**src/rtl/tag_write_scheduler.sv**
```systemverilog
// tag_write_scheduler
//   Sequences tag/state/LRU updates from the core-side and snoop controllers
//   onto the single write port of the MOESI tag array, and runs a
//   full-cache invalidate sweep on command.
//
//   Each source is buffered in a 2-entry FIFO. Snoop heads win arbitration
//   unless the core head has lost STARVE_LIMIT consecutive cycles, in which
//   case the core is forced through. A flush first drains both FIFOs
//   (DRAIN), then writes every {set, way} with an invalid line (FLUSH), then
//   pulses flush_done (DONE).
//
// Ports
//   clk, rst_n                 clock, asynchronous active-low reset
//   core_req_*                 core-side update request (valid/ready handshake)
//   snoop_req_*                snoop update request (valid/ready handshake)
//   flush_start                request an invalidate sweep (honoured in IDLE only)
//   flush_busy                 high from flush acceptance until sweep completes
//   flush_done                 one-cycle pulse after the last sweep write
//   write_en, write_*          registered tag array write strobe and fields

module tag_write_scheduler_fifo #(
    parameter int PW = 8
) (
    input  logic          clk,
    input  logic          rst_n,
    input  logic          push,
    input  logic [PW-1:0] push_data,
    input  logic          pop,
    output logic [PW-1:0] head,
    output logic          empty,
    output logic          full
);

    logic [PW-1:0] mem [2];
    logic          wr_ptr;
    logic          rd_ptr;
    logic [1:0]    count;

    always_ff @(posedge clk or negedge rst_n) begin
        if (!rst_n) begin
            wr_ptr <= 1'b0;
            rd_ptr <= 1'b0;
            count  <= 2'd0;
        end else begin
            if (push) wr_ptr <= ~wr_ptr;
            if (pop)  rd_ptr <= ~rd_ptr;
            if (push && !pop)      count <= count + 2'd1;
            else if (pop && !push) count <= count - 2'd1;
        end
    end

    // Storage carries no reset; occupancy alone decides what is meaningful.
    always_ff @(posedge clk) begin
        if (push) mem[wr_ptr] <= push_data;
    end

    assign head  = mem[rd_ptr];
    assign empty = (count == 2'd0);
    assign full  = (count == 2'd2);

endmodule

module tag_write_scheduler #(
    parameter  int SETS         = 128,
    parameter  int WAYS         = 4,
    parameter  int TAG_WIDTH    = 19,
    parameter  int LRU_BITS     = 2,
    parameter  int STARVE_LIMIT = 4,
    localparam int SW           = $clog2(SETS),
    localparam int WW           = $clog2(WAYS)
) (
    input  logic                 clk,
    input  logic                 rst_n,

    input  logic                 core_req_valid,
    output logic                 core_req_ready,
    input  logic [SW-1:0]        core_req_set,
    input  logic [WW-1:0]        core_req_way,
    input  logic [TAG_WIDTH-1:0] core_req_tag,
    input  logic                 core_req_line_valid,
    input  logic [2:0]           core_req_state,
    input  logic [LRU_BITS-1:0]  core_req_lru,

    input  logic                 snoop_req_valid,
    output logic                 snoop_req_ready,
    input  logic [SW-1:0]        snoop_req_set,
    input  logic [WW-1:0]        snoop_req_way,
    input  logic [TAG_WIDTH-1:0] snoop_req_tag,
    input  logic                 snoop_req_line_valid,
    input  logic [2:0]           snoop_req_state,
    input  logic [LRU_BITS-1:0]  snoop_req_lru,

    input  logic                 flush_start,
    output logic                 flush_busy,
    output logic                 flush_done,

    output logic                 write_en,
    output logic [SW-1:0]        write_set,
    output logic [WW-1:0]        write_way,
    output logic [TAG_WIDTH-1:0] write_tag,
    output logic                 write_valid,
    output logic [2:0]           write_state,
    output logic [LRU_BITS-1:0]  write_lru
);

    typedef struct packed {
        logic [SW-1:0]        set;
        logic [WW-1:0]        way;
        logic [TAG_WIDTH-1:0] tag;
        logic                 line_valid;
        logic [2:0]           state;
        logic [LRU_BITS-1:0]  lru;
    } req_t;

    localparam int PW = $bits(req_t);
    localparam int CW = $clog2(STARVE_LIMIT + 1);
    localparam int AW = SW + WW;

    typedef enum logic [1:0] {IDLE, DRAIN, FLUSH, DONE} state_t;

    state_t          state;
    state_t          state_nxt;

    req_t            core_in, snoop_in;
    req_t            core_head, snoop_head;
    req_t            grant_data;
    logic            core_empty, core_full;
    logic            snoop_empty, snoop_full;
    logic            core_push, snoop_push;
    logic            grant_core, grant_snoop;
    logic            arb_active;
    logic            start_sweep;
    logic            starve_hit;
    logic [CW-1:0]   starve_cnt;
    logic [AW-1:0]   sweep_cnt;
    logic [AW-1:0]   sweep_nxt;
    logic            sweep_last;

    assign core_in  = '{set: core_req_set, way: core_req_way, tag: core_req_tag,
                        line_valid: core_req_line_valid, state: core_req_state,
                        lru: core_req_lru};
    assign snoop_in = '{set: snoop_req_set, way: snoop_req_way, tag: snoop_req_tag,
                        line_valid: snoop_req_line_valid, state: snoop_req_state,
                        lru: snoop_req_lru};

    // Gating with rst_n keeps both readies low for the whole reset assertion,
    // even though the state register already reads IDLE.
    assign core_req_ready  = rst_n && (state == IDLE) && !core_full;
    assign snoop_req_ready = rst_n && (state == IDLE) && !snoop_full;
    assign core_push       = core_req_valid && core_req_ready;
    assign snoop_push      = snoop_req_valid && snoop_req_ready;

    tag_write_scheduler_fifo #(.PW(PW)) u_core_fifo (
        .clk       (clk),
        .rst_n     (rst_n),
        .push      (core_push),
        .push_data (core_in),
        .pop       (grant_core),
        .head      (core_head),
        .empty     (core_empty),
        .full      (core_full)
    );

    tag_write_scheduler_fifo #(.PW(PW)) u_snoop_fifo (
        .clk       (clk),
        .rst_n     (rst_n),
        .push      (snoop_push),
        .push_data (snoop_in),
        .pop       (grant_snoop),
        .head      (snoop_head),
        .empty     (snoop_empty),
        .full      (snoop_full)
    );

    // ---- arbitration over FIFO heads ----
    assign arb_active  = (state == IDLE) || (state == DRAIN);
    assign starve_hit  = (starve_cnt == CW'(STARVE_LIMIT));
    assign grant_snoop = arb_active && !snoop_empty && (core_empty || !starve_hit);
    assign grant_core  = arb_active && !core_empty && (snoop_empty || starve_hit);
    assign grant_data  = grant_snoop ? snoop_head : core_head;

    always_ff @(posedge clk or negedge rst_n) begin
        if (!rst_n) begin
            starve_cnt <= '0;
        end else if (!core_empty && !grant_core && arb_active) begin
            if (!starve_hit) starve_cnt <= starve_cnt + CW'(1);
        end else begin
            starve_cnt <= '0;
        end
    end

    // Sweep address: way in the low bits so it advances first. The counter
    // wraps back to zero on the last write, ready for the next flush.
    assign sweep_nxt   = sweep_cnt + AW'(1);
    assign sweep_last  = (sweep_cnt == {AW{1'b1}});
    assign start_sweep = (state == DRAIN) && core_empty && snoop_empty;

    always_ff @(posedge clk or negedge rst_n) begin
        if (!rst_n) begin
            sweep_cnt <= '0;
        end else if (state == FLUSH) begin
            sweep_cnt <= sweep_nxt;
        end
    end

    // ---- FSM ----
    always_ff @(posedge clk or negedge rst_n) begin
        if (!rst_n) state <= IDLE;
        else        state <= state_nxt;
    end

    always_comb begin
        state_nxt = state;
        case (state)
            IDLE:    if (flush_start) state_nxt = DRAIN;
            DRAIN:   if (start_sweep) state_nxt = FLUSH;
            FLUSH:   if (sweep_last)  state_nxt = DONE;
            DONE:    state_nxt = IDLE;
            default: state_nxt = IDLE;
        endcase
    end

    assign flush_busy = (state != IDLE);
    assign flush_done = (state == DONE);

    // ---- registered array write port ----
    // The sweep write for an address is registered one edge ahead, so the
    // FLUSH state spans exactly SETS*WAYS cycles with write_en high throughout.
    always_ff @(posedge clk or negedge rst_n) begin
        if (!rst_n) begin
            write_en    <= 1'b0;
            write_set   <= '0;
            write_way   <= '0;
            write_tag   <= '0;
            write_valid <= 1'b0;
            write_state <= 3'b000;
            write_lru   <= '0;
        end else begin
            write_en <= 1'b0;
            if (grant_snoop || grant_core) begin
                write_en    <= 1'b1;
                write_set   <= grant_data.set;
                write_way   <= grant_data.way;
                write_tag   <= grant_data.tag;
                write_valid <= grant_data.line_valid;
                write_state <= grant_data.state;
                write_lru   <= grant_data.lru;
            end else if (start_sweep || (state == FLUSH && !sweep_last)) begin
                write_en    <= 1'b1;
                write_set   <= start_sweep ? '0 : sweep_nxt[AW-1:WW];
                write_way   <= start_sweep ? '0 : sweep_nxt[WW-1:0];
                write_tag   <= '0;
                write_valid <= 1'b0;
                write_state <= 3'b000;
                write_lru   <= '0;
            end
        end
    end

endmodule

```
**config.mk**
```make
export PLATFORM = sky130hd
export DESIGN_NAME = tag_write_scheduler
export DESIGN_NICKNAME = d
export VERILOG_FILES = /design/src/rtl/tag_write_scheduler.sv
export SDC_FILE = /design/constraint.sdc
export NUM_CORES = 1
export LEC_CHECK = 0
export ABC_AREA = 1
export BUFFER_PORTS_ARGS = -buffer_cell sky130_fd_sc_hd__clkbuf_2
export CAP_MARGIN = 15
export CELL_PAD_IN_SITES_DETAIL_PLACEMENT = 1
export CELL_PAD_IN_SITES_GLOBAL_PLACEMENT = 1
export CORE_MARGIN = 2
export CORE_UTILIZATION = 40
export DETAILED_ROUTE_END_ITERATION = 12
export PLACE_DENSITY = 0.73
export SYNTH_ARGS = -nofsm -noshare
export SYNTH_HDL_FRONTEND = slang
export SYNTH_SLANG_ARGS = --single-unit
```
**constraint.sdc**
```tcl
create_clock -name clk -period 3.79 [get_ports clk]
set_input_delay 0.758 -clock clk [delete_from_list [all_inputs] [get_ports clk]]
set_output_delay 0.758 -clock clk [all_outputs]
set_load 0.01 [all_outputs]
```
# ---- After elaboration in Yosys (flattened, before gate mapping)
# Memory sizes are Yosys's and may differ from the RTL's.
# Index checks and enable logic that the tools add are counted.
dict set report word_totals {
  memories 2
  out_inout_bits 39
  ram_bits 136
  ff_bits 57
}
dict set report classes {
  n_eq_ne 11
  n_reduce_logical 41
  bitwise_logic 4
  n_addsub 6
  n_mux 31
}
# name words word_bits read_ports rd_clocked_by_memory_dff wr line_no
set memory_table {}
lappend memory_table {u_core_fifo.mem 2 34 1 0 1 34} ;# logic [PW-1:0] mem [2];
lappend memory_table {u_snoop_fifo.mem 2 34 1 0 1 34}
# cell count
set op_table {}
lappend op_table {{$mux W19} 2}
lappend op_table {{$mux W34} 1}
lappend op_table {{$mux W2} 12}
lappend op_table {{$mux W7} 3}
lappend op_table {{$logic_and A1 B1 Y1} 18}
lappend op_table {{$mux W3} 4}
lappend op_table {{$logic_not A1 Y1} 10}
lappend op_table {{$add A9 B1 Y9 const B} 1}
lappend op_table {{$eq A9 B9 Y1 const B} 1}
lappend op_table {{$eq A2 B2 Y1 const B} 4}
lappend op_table {{$mux W1} 8}
lappend op_table {{$ne A2 B2 Y1 const B} 4}
lappend op_table {{$pmux W2 S4} 1}
lappend op_table {{$reduce_bool A2 Y1} 4}
lappend op_table {{$logic_not A2 Y1} 3}
lappend op_table {{$logic_or A1 B1 Y1} 5}
lappend op_table {{$add A2 B1 Y2 const B} 2}
lappend op_table {{$not A1 Y1} 4}
lappend op_table {{$sub A2 B1 Y2 const B} 2}
lappend op_table {{$add A3 B1 Y3 const B} 1}
lappend op_table {{$eq A3 B3 Y1 const B} 1}
lappend op_table {{$reduce_and A3 Y1} 1}
lappend op_table {{$eq A2 B1 Y1 const B} 1}

# ---- Longest topological paths before layout
dict set report depth {
  word_depth 8
  ltp_mapped 13
  ltp_nobuf 11
}

# ---- Hierarchy
# From an unflattened synthesis, not the netlist that was laid out.
dict set report hier_totals {
  hier_cells 600
  area_unflattened_um2 8383.0
}
# mod n_inst cells_each seq_area_each_um2 area_each_um2
set by_module_without_submodules {}
lappend by_module_without_submodules {tag_write_scheduler_fifo 2 131 2142.1 2811.4}
lappend by_module_without_submodules {tag_write_scheduler 1 338 1226.2 2760.1}

# ---- Least setup slack after synthesis
# No wires, ideal clock.
dict set report synth_timing {
  path_type {input to register}
  start {input rst_n}
  end {memory u_core_fifo.mem[0][0] (netlist name) (enable)}
  n_path_buf 0
  stages 4
  slack_ns 0.679
  required_ns 3.365
  arrival_time_ns 2.686
  setup_time_ns 0.425
  cell_sequence {nand2_1 -> a21oi_1 -> nand2_1 -> nor2_1}
}
dict set report synth_via {
  elab_chain_cells 5
}
# element line_no
set synth_rtl {}
lappend synth_rtl {{start, declared} 73} ;# input logic rst_n,
lappend synth_rtl {{$logic_and A1 B1 Y1 (2 in a row)} 148} ;# assign core_req_ready = rst_n && (state == IDLE) && !core_full;
lappend synth_rtl {{via core_req_ready} 76} ;# output logic core_req_ready,
lappend synth_rtl {{$logic_and A1 B1 Y1} 150} ;# assign core_push = core_req_valid && core_req_ready;
lappend synth_rtl {{$mux W1} 54} ;# if (push) mem[wr_ptr] <= push_data;
lappend synth_rtl {{$mux W1 (not written as such)} 54}
lappend synth_rtl {{end, declared} 34}
# The timed path passes the listed nets, and every way through them passes these cells.

# ---- Worst setup path in the final report
dict set report layout_timing {
  start {register state[1]}
  end {register u_snoop_fifo.count[1]}
}
dict set report layout_via {
  elab_chain_cells 7
  word_cells_on_any_way 14
  cone_classes {eq/ne: 1; mux: 1; reduce/logical: 12}
}
# element line_no
set layout_rtl {}
lappend layout_rtl {{start, declared} 121} ;# state_t state;
lappend layout_rtl {{start signal, assigned} 209} ;# else state <= state_nxt;
lappend layout_rtl {{$eq A2 B1 Y1 or $logic_not A2 Y1 (tied branches)} {176, 149}}
lappend layout_rtl {{$logic_or A1 B1 Y1 or $logic_and A1 B1 Y1 (tied branches)} {176, 149}}
lappend layout_rtl {{$logic_and A1 B1 Y1 (on tied branches)} {178, 149}}
lappend layout_rtl {{$logic_and A1 B1 Y1 (on tied branches)} {178, 151}}
lappend layout_rtl {{$logic_not A1 Y1 (on tied branches)} {47, 48}}
lappend layout_rtl {{$logic_and A1 B1 Y1 (on tied branches)} {47, 48}}
lappend layout_rtl {{$mux W2 or $reduce_bool A2 Y1 (tied branches)} -}
lappend layout_rtl {{end signal, assigned} 47} ;# if (push && !pop) count <= count + 2'd1;
lappend layout_rtl {{end signal, assigned} 48} ;# else if (pop && !push) count <= count - 2'd1;
lappend layout_rtl {{end, declared} 37} ;# logic [1:0] count;
# Parallel ways exist; a longest one is shown, timed or not.
# A chain may end at the register's enable or synchronous reset.

==> results.md <==
- Switching Share: 0.413
- Count of final hold-check violations: 0
- Clk_skew: 0.0125 ns
- Arrival time worst endpoint: 3.28 ns
- Share of cells above drive strength 1: 0.208
- Post-synthesis compound-gate area fraction: 0.0430
- Post-synth net total: 791
- Worst-margin pin slew: between 1 and 1.5 ns
- Number of vias after detailed routing: 5537
- Top cell type by total area after synthesis: edfxtp_1
- Final antenna-violating net count: 0
- Antenna violations before repair: 0
- Antenna fix cells: 0
- Yosys warnings: 0
- Die outline height: 145 µm
- Most used flip-flop cell after synthesis: edfxtp_1
- Critical Path Start Type: register
- CP max FO: 36
- Cell with the largest stage delay on the worst path: nand2_2
- Clock root cell: clkbuf_16
- Internal portion of total power: 4600 µW
- Fin worst setup slack: 0.812 ns
- Maximum capacitance violations: 0
- Dominant combinational cell family by area after synthesis: simple AND/OR/NAND/NOR gates
- Cell area power density: about 840 nW/µm²
- Share of the clock period used by the worst path after layout: 0.786
- Mean cell area of the mapped netlist: roughly 11 µm²
- RSZ-0062 raised after global routing: false
- Xor-xnor portion of the synthesized cell area: 0.0111
- HPWL Detailed: 13.2 mm
- Sequential cell area: 5510 µm²
- Ranking of synthesized cells by area: edfxtp_1 (52%), dfrtp_1 (18%), nand2_1 (9.0%)
- 1st-pass router iterations: 4
- Share of Yosys cell area claimed by the top area cell type: 0.516
- Post-CTS setup buffer count: 0
- IR drop worst, VDD: 0.000452 V
- Critical path, cell by cell: inv_1 > ha_1 > nor2_1 > nor2_4 > buf_4 > nand2_2 > ha_1 > a21oi_1 > o21ai_0 > xor2_1
- Cell repeated most along the worst path: ha_1
- Worst hold margin: between 0.4 and 0.5 ns
- Number of vias per cell: 5.08
- Simple-gate area share of the yosys netlist: 0.192
- Commonest cells in the synthesized netlist: nand2_1 (189), edfxtp_1 (136), nor2_1 (77), dfrtp_1 (57), o21ai_0 (52)
- Max_slew headroom: 0.259
- Input/output buffers: between 100 and 150
- First-pass GRT wire length: 31.7 mm
- Filler instances: 2163
- Total core area: 19500 µm²
- Post-route core utilization: 0.479
- Kind of end point of the critical path: register
- Clk Latency, worst-skew pair: 0.43 ns
- Residual DRC count: 0
- Number of DRC markers in iteration 0: 330
- Library cell with the highest instance count after synthesis: nand2_1
- TritonCTS Sinks: about 190
- Max Buffers Root-to-Sink: 2
- Effective utilization at floorplan: 0.407
- Area share of fa/ha/maj cells after synthesis: 0.0174
- Total routing usage reported by global routing: 0.203
- Longest individual stage delay on the worst path: between 0.5 and 0.6 ns
- Critical Setup Path Class: reg -> reg
- Maximum number of pins on one net before global-route repair: 58
- Synthesized flop and latch total: 193
- Fmax achieved: 336 MHz
- Static Leakage: 0.00392 µW
- Outcome: finished clean
- WL/cell: 18.7 µm
- Class of the most critical hold timing path: reg -> reg
- Post-Place Cell Area: around 8700 µm²
- Count of flip-flops with a built-in enable after synthesis: 136
- Asr flop ratio synth: 0.295
- Rows: 51
- Drt total wl: a little over 20 mm
- Final net count: 897
- Mux contribution to synthesized area: 0
- Net switching component of the power: around 3200 µW
- # IOs: 112
- Clk pin slew, worst setup/hold paths: 0.07 ns
- Minimum clock period after layout: 2.98 ns
- Final Max Slew Viols: 0
- Number of instances resized during post-cts repair: 0
- Vias in the first global route: ~5800
- Area enclosed by the die boundary: 20900 µm²
- Sequential fraction of design power: 0.378
- TritonCTS clock tree: yes
- Total negative slack: 0 ns
- Pre-CTS setup slack: around 0.83 ns
- Post-cts hold buffer count: 0
- Overall overflow remaining after global route: 0
- Fraction of the yosys area taken by sequential cells: 0.696
- Count of distinct cell types in the synthesized netlist: 30
- Number of buffers inserted during clock tree synthesis: 17
- Clock network power share: 0.216
- Horizontal die dimension: between 100 and 150 µm
- Mapped cell area: 7920 µm²
- CTS H-tree lvls: 4
- Final setup violating endpoints: 0
- Share of total power in combinational logic: 0.406
- Area grow syn2layout: 17.8%
- Required time reported for the critical path endpoint: slightly above 4 ns
- Final RePlAce weighted congestion: 0.806
- Multi-input combinational cell area: between 2000 and 2500 µm²
- Instance count of the mapped netlist: 707
- Final std cell area, no fill: a little over 9000 µm²
worst paths after layout:
| check | startpoint | to | slack, ns | depth (start not counted) |
|---|---|---|---|---|
| min in group asynchronous | rst_n | sweep_cnt[2]$_DFFE_PN0P_ | 0.57 | 2 |
| min | write_tag[8]$_DFFE_PN0P_ | write_tag[8]$_DFFE_PN0P_ | 0.48 | 2 |
| min reg2reg | write_tag[8]$_DFFE_PN0P_ | write_tag[8]$_DFFE_PN0P_ | 0.48 | 2 |
| max reg2reg | state[1]$_DFFE_PN0P_ | u_snoop_fifo.count[1]$_DFFE_PN0P_ | 0.81 | 10 |
| max in group asynchronous | rst_n | write_tag[10]$_DFFE_PN0P_ | 2.69 | 2 |
| max | state[1]$_DFFE_PN0P_ | u_snoop_fifo.count[1]$_DFFE_PN0P_ | 0.81 | 10 |
area by class of cell:
class                      instances  share of cell area
sequential                       193               0.591
multi-input combinational        440               0.226
timing repair buffer             119              0.0716
clock buffer                      20              0.0479
tap                              265              0.0355
inverter                          42              0.0172
clock inverter                    12              0.0109
critical path: cells and delay by family, from the launching register on:
family / cells / cell delay [ns]
AOI/OAI and AO/OA: 2 / 0.25
xor gates and xnor gates: 1 / 0.16
adders and majority gates: 2 / 0.75
buffers and inverters: 2 / 0.51
DFF: 1 / 0.42
and+or+nand+nor: 3 / 0.73
metal layers:
| layer | vias to the layer above | GRT usage | wire length, µm |
|---|---|---|---|
| met5 | - | 0 | 0 |
| met4 | 0 | 0.0562 | 284 |
| met3 | 24 | 0.0349 | 898 |
| met2 | 150 | 0.350 | 10400 |
| met1 | 2766 | 0.267 | 8810 |
| li1 | 2597 | - | - |
flip-flops by register name, indices dropped and copies added, names as in the netlist:
signal               flops
write_state              3
write_tag               19
sweep_cnt                9
write_lru                2
u_core_fifo.mem         68
write_en                 1
write_way                2
starve_cnt               3
u_core_fifo.wr_ptr       1
u_snoop_fifo.wr_ptr      1
state                    2
write_valid              1
u_snoop_fifo.rd_ptr      1
u_core_fifo.count        2
u_core_fifo.rd_ptr       1
write_set                7
u_snoop_fifo.mem        68
u_snoop_fifo.count       2
cells by family (layout without fill, tap and decap cells):
| kind of cell | after synthesis | in the layout |
|---|---|---|
| buf+inv | 74 | 193 |
| fa+ha+maj | 11 | 11 |
| xor+xnor | 10 | 10 |
| flops | 193 | 193 |
| compound gates | 66 | 66 |
| simple gates | 353 | 353 |
per-stage QoR:
stage	total power, µW	cells
floorplan	5100	707
global placement	5960	1056
detailed placement	6140	1056
CTS	7870	1088
global route	8400	1091
finish	7830	1091
placed cells by master, fill, tap and decap left out, types with 11 or more instances in the layout:
cell / netlist / routed
clkbuf_16: 0 / 17
clkbuf_2: 0 / 110
dfrtp_1: 57 / 57
edfxtp_1: 136 / 136
ha_1: 11 / 11
inv_1: 35 / 35
nand2_1: 189 / 189
nand3_1: 45 / 45
nand4_1: 25 / 25
nor2_1: 77 / 73
o21ai_0: 52 / 52
power groups by stage:
stage | clock, µW | sequential [µW] | combinational [µW]
2_1_floorplan | 0 | 3040 | 2060
3_3_place_gp | 0 | 2980 | 2980
3_5_place_dp | 0 | 3010 | 3140
4_1_cts | 1720 | 2970 | 3180
5_1_grt | 1800 | 3010 | 3590
6_report | 1690 | 2960 | 3180
No activity file was read; power rests on OpenSTA's default activity.
